`src/rtl/adc_cmd_pkg.sv`:
```
// adc_cmd_pkg
// Shared constants for the ADC command sequencer and the ADC power/control
// FSM: host command codes, response codes, ADC FSM state encodings, the
// sequencer state type and the bit positions of the pulse outputs.
package adc_cmd_pkg;

    // Host command codes
    localparam logic [7:0] CMD_PWR_ON  = 8'h50;
    localparam logic [7:0] CMD_PWR_OFF = 8'h70;
    localparam logic [7:0] CMD_SLEEP   = 8'h53;
    localparam logic [7:0] CMD_WAKE    = 8'h57;
    localparam logic [7:0] CMD_CAL     = 8'h43;
    localparam logic [7:0] CMD_STATUS  = 8'h3F;

    // Response codes
    localparam logic [7:0] RESP_ACK        = 8'h06;
    localparam logic [7:0] RESP_NAK        = 8'h15;
    localparam logic [7:0] RESP_ILLEGAL    = 8'hE1;
    localparam logic [7:0] RESP_UNKNOWN    = 8'hEE;
    localparam logic [3:0] RESP_STATUS_PFX = 4'hA;

    // ADC power/control FSM state encodings
    localparam logic [3:0] ADC_ALL_PWR_OFF  = 4'd0;
    localparam logic [3:0] ADC_DES_SAMPLING = 4'd8;
    localparam logic [3:0] ADC_LOW_PWR_IDLE = 4'd10;

    // Bit positions inside the one-hot pulse vector
    localparam int P_PWR_ON  = 0;
    localparam int P_PWR_OFF = 1;
    localparam int P_SLEEP   = 2;
    localparam int P_WAKE    = 3;
    localparam int P_RUN_CAL = 4;
    localparam int N_PULSE   = 5;

    typedef enum logic [2:0] {
        SEQ_IDLE,
        SEQ_CHECK,
        SEQ_PULSE,
        SEQ_WAIT_ACK,
        SEQ_RESPOND
    } seq_state_t;

endpackage

```
`src/rtl/adc_cmd_sequencer.sv`:
```
// adc_cmd_sequencer
// Accepts one command byte from the host link, checks it against the current
// ADC FSM state, issues a single-cycle command pulse to the ADC FSM when the
// command is legal, waits for the ADC FSM to change state (ACK) or times out
// (NAK), and returns one response byte.
//
// Ports
//   Clock, Reset          system clock, synchronous active-high reset
//   CmdData/CmdValid      command byte from host, CmdReady high only in IDLE
//   AdcState              current ADC FSM state code
//   adcPwrOn..adcRunCal   registered one-cycle command pulses
//   RespData/RespValid    response byte, held until RespReady
//   Busy                  high whenever not in IDLE
//
// state    | meaning
// ---------+------------------------------------------------------------
// IDLE     | CmdReady high, waiting for a command
// CHECK    | decode latched byte, capture AdcState, choose outcome
// PULSE    | exactly one command pulse output is high
// WAIT_ACK | timer runs until AdcState moves (ACK) or times out (NAK)
// RESPOND  | RespValid high, waiting for RespReady
module adc_cmd_sequencer
    import adc_cmd_pkg::*;
#(
    parameter int TIMEOUT_CYCLES = 256
) (
    input  logic       Clock,
    input  logic       Reset,
    input  logic [7:0] CmdData,
    input  logic       CmdValid,
    output logic       CmdReady,
    input  logic [3:0] AdcState,
    output logic       adcPwrOn,
    output logic       adcPwrOff,
    output logic       adcSleep,
    output logic       adcWake,
    output logic       adcRunCal,
    output logic [7:0] RespData,
    output logic       RespValid,
    input  logic       RespReady,
    output logic       Busy
);

    localparam int TIMER_W = $clog2(TIMEOUT_CYCLES + 1);
    localparam logic [TIMER_W-1:0] TIMER_LAST = TIMER_W'(TIMEOUT_CYCLES - 1);

    seq_state_t           state_q, state_d;
    logic [7:0]           cmd_q;
    logic [3:0]           cap_q;
    logic [TIMER_W-1:0]   timer_q;
    logic [7:0]           resp_q, resp_d;
    logic [N_PULSE-1:0]   pulse_q, pulse_d;

    logic                 cmd_known;
    logic                 cmd_legal;
    logic [N_PULSE-1:0]   pulse_sel;

    // Decode uses the live AdcState: it is only consumed in CHECK, the same
    // cycle the captured-state register samples it, so both see one value.
    always_comb begin
        cmd_known = 1'b1;
        cmd_legal = 1'b0;
        pulse_sel = '0;
        case (cmd_q)
            CMD_PWR_ON: begin
                cmd_legal           = (AdcState == ADC_ALL_PWR_OFF);
                pulse_sel[P_PWR_ON] = 1'b1;
            end
            CMD_PWR_OFF: begin
                cmd_legal            = (AdcState == ADC_DES_SAMPLING) ||
                                       (AdcState == ADC_LOW_PWR_IDLE);
                pulse_sel[P_PWR_OFF] = 1'b1;
            end
            CMD_SLEEP: begin
                cmd_legal          = (AdcState == ADC_DES_SAMPLING);
                pulse_sel[P_SLEEP] = 1'b1;
            end
            CMD_WAKE: begin
                cmd_legal         = (AdcState == ADC_LOW_PWR_IDLE);
                pulse_sel[P_WAKE] = 1'b1;
            end
            CMD_CAL: begin
                cmd_legal            = (AdcState == ADC_DES_SAMPLING);
                pulse_sel[P_RUN_CAL] = 1'b1;
            end
            CMD_STATUS: begin
                cmd_legal = 1'b1;
            end
            default: begin
                cmd_known = 1'b0;
            end
        endcase
    end

    always_comb begin
        state_d = state_q;
        resp_d  = resp_q;
        pulse_d = '0;
        case (state_q)
            SEQ_IDLE: begin
                if (CmdValid) begin
                    state_d = SEQ_CHECK;
                end
            end
            SEQ_CHECK: begin
                if (!cmd_known) begin
                    state_d = SEQ_RESPOND;
                    resp_d  = RESP_UNKNOWN;
                end else if (!cmd_legal) begin
                    state_d = SEQ_RESPOND;
                    resp_d  = RESP_ILLEGAL;
                end else if (pulse_sel == '0) begin
                    state_d = SEQ_RESPOND;
                    resp_d  = {RESP_STATUS_PFX, AdcState};
                end else begin
                    state_d = SEQ_PULSE;
                    pulse_d = pulse_sel;
                end
            end
            SEQ_PULSE: begin
                state_d = SEQ_WAIT_ACK;
            end
            SEQ_WAIT_ACK: begin
                // State change is tested first so ACK wins a tie with timeout.
                if (AdcState != cap_q) begin
                    state_d = SEQ_RESPOND;
                    resp_d  = RESP_ACK;
                end else if (timer_q == TIMER_LAST) begin
                    state_d = SEQ_RESPOND;
                    resp_d  = RESP_NAK;
                end
            end
            SEQ_RESPOND: begin
                if (RespReady) begin
                    state_d = SEQ_IDLE;
                end
            end
            default: begin
                state_d = SEQ_IDLE;
            end
        endcase
    end

    always_ff @(posedge Clock) begin
        if (Reset) begin
            state_q <= SEQ_IDLE;
            cmd_q   <= 8'h00;
            cap_q   <= 4'h0;
            resp_q  <= 8'h00;
            pulse_q <= '0;
        end else begin
            state_q <= state_d;
            resp_q  <= resp_d;
            pulse_q <= pulse_d;
            if (state_q == SEQ_IDLE && CmdValid) begin
                cmd_q <= CmdData;
            end
            if (state_q == SEQ_CHECK) begin
                cap_q <= AdcState;
            end
        end
    end

    // Timer holds zero outside WAIT_ACK, so it is already clear on entry.
    always_ff @(posedge Clock) begin
        if (Reset || state_q != SEQ_WAIT_ACK) begin
            timer_q <= '0;
        end else begin
            timer_q <= timer_q + TIMER_W'(1);
        end
    end

    // Outputs are forced to their reset values for as long as Reset is high,
    // including the cycles after the FSM has already returned to IDLE.
    assign CmdReady  = (state_q == SEQ_IDLE) && !Reset;
    assign Busy      = (state_q != SEQ_IDLE) && !Reset;
    assign RespValid = (state_q == SEQ_RESPOND) && !Reset;
    assign RespData  = RespValid ? resp_q : 8'h00;

    assign adcPwrOn  = pulse_q[P_PWR_ON]  && !Reset;
    assign adcPwrOff = pulse_q[P_PWR_OFF] && !Reset;
    assign adcSleep  = pulse_q[P_SLEEP]   && !Reset;
    assign adcWake   = pulse_q[P_WAKE]    && !Reset;
    assign adcRunCal = pulse_q[P_RUN_CAL] && !Reset;

endmodule
```
`config.mk`:
```
export PLATFORM = sky130hd
export DESIGN_NAME = adc_cmd_sequencer
export DESIGN_NICKNAME = d
export VERILOG_FILES = /design/src/rtl/adc_cmd_pkg.sv /design/src/rtl/adc_cmd_sequencer.sv
export SDC_FILE = /design/constraint.sdc
export NUM_CORES = 1
export LEC_CHECK = 0
export ABC_AREA = 1
export CORE_MARGIN = 2
export CORE_UTILIZATION = 52
export CTS_CLUSTER_SIZE = 16
export DETAILED_ROUTE_END_ITERATION = 12
export PLACE_DENSITY = 0.78
export SKIP_LAST_GASP = 1
export SYNTH_ARGS = -nofsm -noshare
export SYNTH_HDL_FRONTEND = slang
export SYNTH_SLANG_ARGS = --single-unit
```
`constraint.sdc`:
```
create_clock -name Clock -period 2.25 [get_ports Clock]
set_input_delay 0.3375 -clock Clock [delete_from_list [all_inputs] [get_ports Clock]]
set_output_delay 0.3375 -clock Clock [all_outputs]
set_load 0.05 [all_outputs]
```
==> flow_summary.json, run 1 <==
{
  "avgSynthCellArea_um2": 6.73,
  "critPathKind": "input pin to primary output",
  "rsz0062_at_grt": "no",
  "drc": 0,
  "drive_gt1_share_pct": 17.7,
  "htreeDepth": 2,
  "maxCapViolations": 0,
  "setup_viol": 0,
  "clk_pin_slew_worst_paths_ns": 0.09,
  "syn_inst": 264,
  "fp.coreArea_um2": 3310,
  "cp.depth": 5,
  "wl_per_cell_um": 10.5,
  "synthToLayoutAreaGrowth_pct": 36.2,
  "outcome": "completed",
  "first_global_vias": 1536,
  "fin_crit_ns": 2.03,
  "cts_tree": "built",
  "setup.worst_path.start": "Reset",
  "hold_path_startpoint": "resp_q[6]$_SDFFE_PP0P_",
  "relSlewSlack_pct": 68.3,
  "holdBufCountCts": 0,
  "drt_iter0_markers": 41,
  "grt_overflow_total": 0,
  "fmax_mhz": 492,
  "ioPinCount": 32,
  "synth.distinct_cells": 29,
  "cts_sinks": 36,
  "cp.required_ns": 1.91,
  "final_cell_area_um2": 2420,
  "r2r_end": "resp_q[1]$_SDFFE_PP0P_",
  "leakage_nw": 0.968,
  "power_frac_comb_pct": 19.7,
  "nets": 317,
  "drt-total-wl_um": 3650,
  "num_vias": 1673,
  "ys_warn_count": 0,
  "dr.pass1.iters": 4,
  "path_cells": "clkdlybuf4s50_1 -> nor4_4 -> inv_2 -> nor2_4 -> buf_12",
  "ant_nets": 0,
  "placed_cell_area_um2": 2330,
  "end_kind": "primary output",
  "dp_cells": 337,
  "cp_max_fo": 7,
  "final.period_utilization_pct": 90.3,
  "fin_skew_ns": 0.0116,
  "endpoint": "RespData[7]",
  "antenna_found_initial": 0,
  "diodes": 0,
  "syn_area_um2": 1780,
  "synth.ff_latch_count": 36,
  "cts-root-buf": "clkbuf_4",
  "hold_violations": 0,
  "r2r_slack_ns": 0.27,
  "dieWidth_um": 62.4,
  "final_common_cell": "inv_1",
  "ir_drop_mv": 0.414,
  "hpwl_um": 2800,
  "swShare_pct": 28.6,
  "path_buf_inv": 3,
  "max_stage_delay_ns": 0.48,
  "initial_core_util_pct": 53.6,
  "dpl_worst_slack_ns": 0.178,
  "tightest_slew_ns": 0.474,
  "clockBufferDepth": 2,
  "viasPerCell": 4.84,
  "hold_path.class": "register to register",
  "synth_seq_area_share_pct": 40.6,
  "p_sw_mw": 0.412,
  "fp.dieH_um": 62.4,
  "crit_slowest_cell": "clkdlybuf4s50_1",
  "io_buffers": 31,
  "synth_top_flop_cell": "dfxtp_1",
  "groute.usage.overall_pct": 20.7,
  "timing.rr.start": "timer_q[0]$_SDFF_PP0_",
  "grt_max_degree": 18,
  "async_flop_share_pct": 0,
  "place_congestion": 0.845,
  "clock_latency_ns": 0.34,
  "synth_edf_count": 0,
  "stdcell_count": 346,
  "num_rows": 21,
  "layout_common_cells": "inv_1 (46), nor2_1 (44), nand2_1 (42)",
  "cts_made_buffers": 5,
  "p_seq_share_pct": 49.7,
  "finalMaxSlewViolations": 0,
  "syn_nets": 282,
  "cp-start-kind": "input pin",
  "dieArea_um2": 3900,
  "cp.arrival_ns": 1.69,
  "p_int_mw": 1.03,
  "power_density_nw_per_um2": 596,
  "clkPwrFrac_pct": 30.6,
  "grt_first_pass_wirelength_um": 6400,
  "cpLargestDelayFamily": "buffers and inverters",
  "r2r_cells": 13,
  "fin_ws_ns": 0.219
}
state kept, by name, summed over array words and instances, names as in the netlist:
signal and flops:
timer_q 9, cmd_q 8, resp_q 7, pulse_q 5, cap_q 4, state_q 3
worst reg2reg max path, stage by stage, from the launching register on:
cell and delay [ns]:
dfxtp_1 0.37, ha_1 0.18, nand2_1 0.06, nor2_1 0.08, inv_1 0.05, nor2_1 0.12
inv_1 0.09, nor4_2 0.14, ha_1 0.18, nor2_1 0.06, nor2_2 0.17, buf_4 0.15
nand4_1 0.13, a21oi_1 0.14
power groups by stage:
| stage | Clock, mW | Combinational (mW) | Sequential (mW) |
|---|---|---|---|
| floorplan | 0 | 0.191 | 0.722 |
| CTS | 0.448 | 0.280 | 0.715 |
| detailed placement | 0 | 0.278 | 0.730 |
| global placement | 0 | 0.272 | 0.729 |
| finish | 0.441 | 0.284 | 0.716 |
| global route | 0.479 | 0.315 | 0.722 |
how the worst min path moves through the flow:
stage / end / slack, ns / cells past startpoint
3_3_place_gp: timer_q[0]$_SDFF_PP0_ / 0.43 / 1
2_1_floorplan: timer_q[0]$_SDFF_PP0_ / 0.42 / 1
4_1_cts: resp_q[6]$_SDFFE_PP0P_ / 0.47 / 2
5_1_grt: resp_q[6]$_SDFFE_PP0P_ / 0.49 / 2
6_report: resp_q[6]$_SDFFE_PP0P_ / 0.47 / 2
3_5_place_dp: resp_q[6]$_SDFFE_PP0P_ / 0.45 / 2
per-layer routing:
layer | GRT usage [%] | vias up | share of wire, %
li1 | - | 892 | -
met1 | 24.3 | 740 | 47
met2 | 34.9 | 32 | 47
met3 | 6.13 | 9 | 4.3
met4 | 9.17 | 0 | 1.8
met5 | 0 | - | 0
cell type report:
type | instances | area [um^2]
Multi-Input combinational cell | 175 | 898
Fill cell | 271 | 892
Sequential cell | 36 | 721
Timing Repair Buffer | 33 | 485
Inverter | 48 | 180
Tap cell | 46 | 57.6
Clock buffer | 6 | 41.3
Clock inverter | 2 | 35.0
per-stage QoR:
step	power [mW]	utilization [%]	TNS, ns	hold slack (ns)
3_5_place_dp	1.01	70.3	0	0.455
3_3_place_gp	1.00	70.3	0	0.433
6_report	1.44	73.1	0	0.471
4_1_cts	1.44	72.6	0	0.468
2_1_floorplan	0.913	-	-0.0183	0.418
5_1_grt	1.52	73.1	0	0.485
kinds of logic (layout without fill, tap and decap cells):
family,after synthesis,in the layout,synth area share (%)
simple gates,122,122,31.0
buf+inv,53,89,11.4
compound gates,48,48,14.1
flops,36,36,40.6
xor+xnor,3,3,1.48
fa+ha+maj,2,2,1.41
Yosys cell counts, types with 3 or more instances:
cell type | instances | share of area (%)
inv_1 | 47 | 9.9
o21ai_0 | 17 | 4.8
nand3_1 | 6 | 1.7
dfxtp_1 | 36 | 41
a21oi_1 | 26 | 7.3
nor2_2 | 7 | 2.5
nor2_1 | 52 | 11
nand4_1 | 3 | 1.1
clkbuf_1 | 4 | 0.85
nand2_1 | 42 | 8.9
timing repair:
action                                  4_1_cts  5_1_grt
endpoints found under the setup margin        0        8
gates resized for setup                       0        2
setup buffers                                 0        1
Note: power is estimated with default switching activity, not from simulation.
==> run 2: changes to the inputs <==
Settings changed: HOLD_SLACK_MARGIN from default to 0.03, SKIP_LAST_GASP 1 to default.
==> results of run 2 <==
No change in the layout: final DEF, timing and power equal those of run 1.
==> run 3: changes to the inputs <==
Settings changed: CORE_MARGIN 2 to default, GPL_TIMING_DRIVEN from default to 0.
==> run 3 against run 2 <==
Effect of this change:
- clock power fell by 19%
- sequential share of layout area is 2.5 points higher
- total power is 7.2% lower
- largest power group unchanged
==> flow_summary.json, run 3 (synthesized netlist as in run 1, its figures left out) <==
{
  "grt_overflow_total": 0,
  "fmax_mhz": 475,
  "diodes": 0,
  "drt_iter0_markers": 52,
  "fp.coreArea_um2": 3150,
  "clockBufferDepth": 2,
  "stdcell_count": 347,
  "viasPerCell": 4.82,
  "ir_drop_mv": 0.462,
  "clock_latency_ns": 0.35,
  "clk_pin_slew_worst_paths_ns": 0.10,
  "maxCapViolations": 0,
  "io_buffers": 30,
  "cts_tree": "built",
  "dieArea_um2": 3650,
  "nets": 320,
  "rsz0062_at_grt": "yes",
  "first_global_vias": 1391,
  "groute.usage.overall_pct": 22.3,
  "num_rows": 20,
  "place_congestion": 0.860,
  "cts-root-buf": "clkbuf_4",
  "dieWidth_um": 60.4,
  "critPathKind": "register to primary output",
  "tightest_slew_ns": 0.495,
  "num_vias": 1671,
  "fillers": 288,
  "leakage_nw": 0.918,
  "dp_cells": 338,
  "drive_gt1_share_pct": 15.5,
  "hpwl_um": 2750,
  "setup_viol": 0,
  "grt_max_degree": 11,
  "p_total_mw": 1.34,
  "wl_per_cell_um": 10.4,
  "fin_skew_ns": 0.00960,
  "fin_crit_ns": 2.11,
  "relSlewSlack_pct": 66.9,
  "initial_core_util_pct": 56.3,
  "synthToLayoutAreaGrowth_pct": 26.0,
  "regMostFlops": "timer_q",
  "outcome": "completed",
  "final.period_utilization_pct": 93.6,
  "final_common_cell": "inv_1",
  "hold_path.class": "input pin to register",
  "largest_reg_flops": 9,
  "cp_max_fo": 5,
  "finalMaxSlewViolations": 0,
  "ant_nets": 0,
  "multi_input_area_um2": 902,
  "cts_made_buffers": 5,
  "drc": 0,
  "fin_ws_ns": 0.145,
  "regArea_um2": 722,
  "hold_violations": 0,
  "antenna_found_initial": 0,
  "cp.arrival_ns": 1.77,
  "reg.largest.list": "timer_q (9), cmd_q (8), resp_q (7)",
  "power_density_nw_per_um2": 598,
  "ioPinCount": 32,
  "cp-start-kind": "register",
  "grt_first_pass_wirelength_um": 5910,
  "htreeDepth": 2,
  "drt-total-wl_um": 3630,
  "cp.required_ns": 1.91,
  "end_kind": "primary output",
  "cts_sinks": 36,
  "dpl_worst_slack_ns": 0.0113,
  "dr.pass1.iters": 4,
  "layout_common_cells": "inv_1 (46), nor2_1 (44), nand2_1 (42)",
  "fp.dieH_um": 60.4,
  "holdBufCountCts": 0
}
run 3: metrics by stage:
step	hold WS, ns	setup TNS [ns]	utilization (%)	area [um^2]
2_1_floorplan	0.418	-0.0183	-	1840
3_3_place_gp	0.431	0	69.6	2190
3_5_place_dp	0.443	0	69.6	2190
4_1_cts	0.193	0	71.1	2240
5_1_grt	0.174	-0.0141	71.0	2240
6_report	0.200	0	71.0	2240
run 3: routing by layer:
metal	track usage [%]	vias up	routed length, um
li1	-	903	-
met1	29.2	723	1760
met3	6.40	7	180
met4	7.79	0	73
met5	0	-	0
met2	35.2	38	1610
run 3: power by group:
part	leakage, nW	total (mW)	internal, mW	switching [mW]
logic	0.591	0.265	0.0994	0.166
clock network	0.0326	0.359	0.154	0.205
registers	0.295	0.714	0.682	0.0317
run 3: worst max-delay path: stages (launching register included):
cell and delay (ns):
dfxtp_1 0.37, nor2_1 0.15, inv_1 0.07, nor2_1 0.16, inv_1 0.07, nor2_1 0.09, clkdlybuf4s15_1 0.50
run 3: what timing repair did:
item / 4_1_cts / 5_1_grt
gates resized for setup: 13 / 18
setup endpoints to repair: 11 / 16
buffers inserted: 0 / 1
pin swaps: 0 / 1
run 3: cell type report:
class                           instances  area share, %
Clock buffer                            8           2.63
Sequential cell                        36           32.3
Tap cell                               44           2.46
Timing Repair Buffer                   31           12.1
Buffer                                  5           2.13
Multi-Input combinational cell        175           40.3
Inverter                               48           8.05
run 3: final timing paths:
check                           from                     end  slack (ns)  cells past startpoint
min                            Reset  resp_q[6]$_SDFFE_PP0P_        0.20                      2
min reg2reg    timer_q[0]$_SDFF_PP0_   timer_q[0]$_SDFF_PP0_        0.43                      1
max          state_q[0]$_SDFFE_PP0P_                CmdReady        0.14                      6
max reg2reg    timer_q[0]$_SDFF_PP0_  resp_q[0]$_SDFFE_PP0P_        0.31                     13
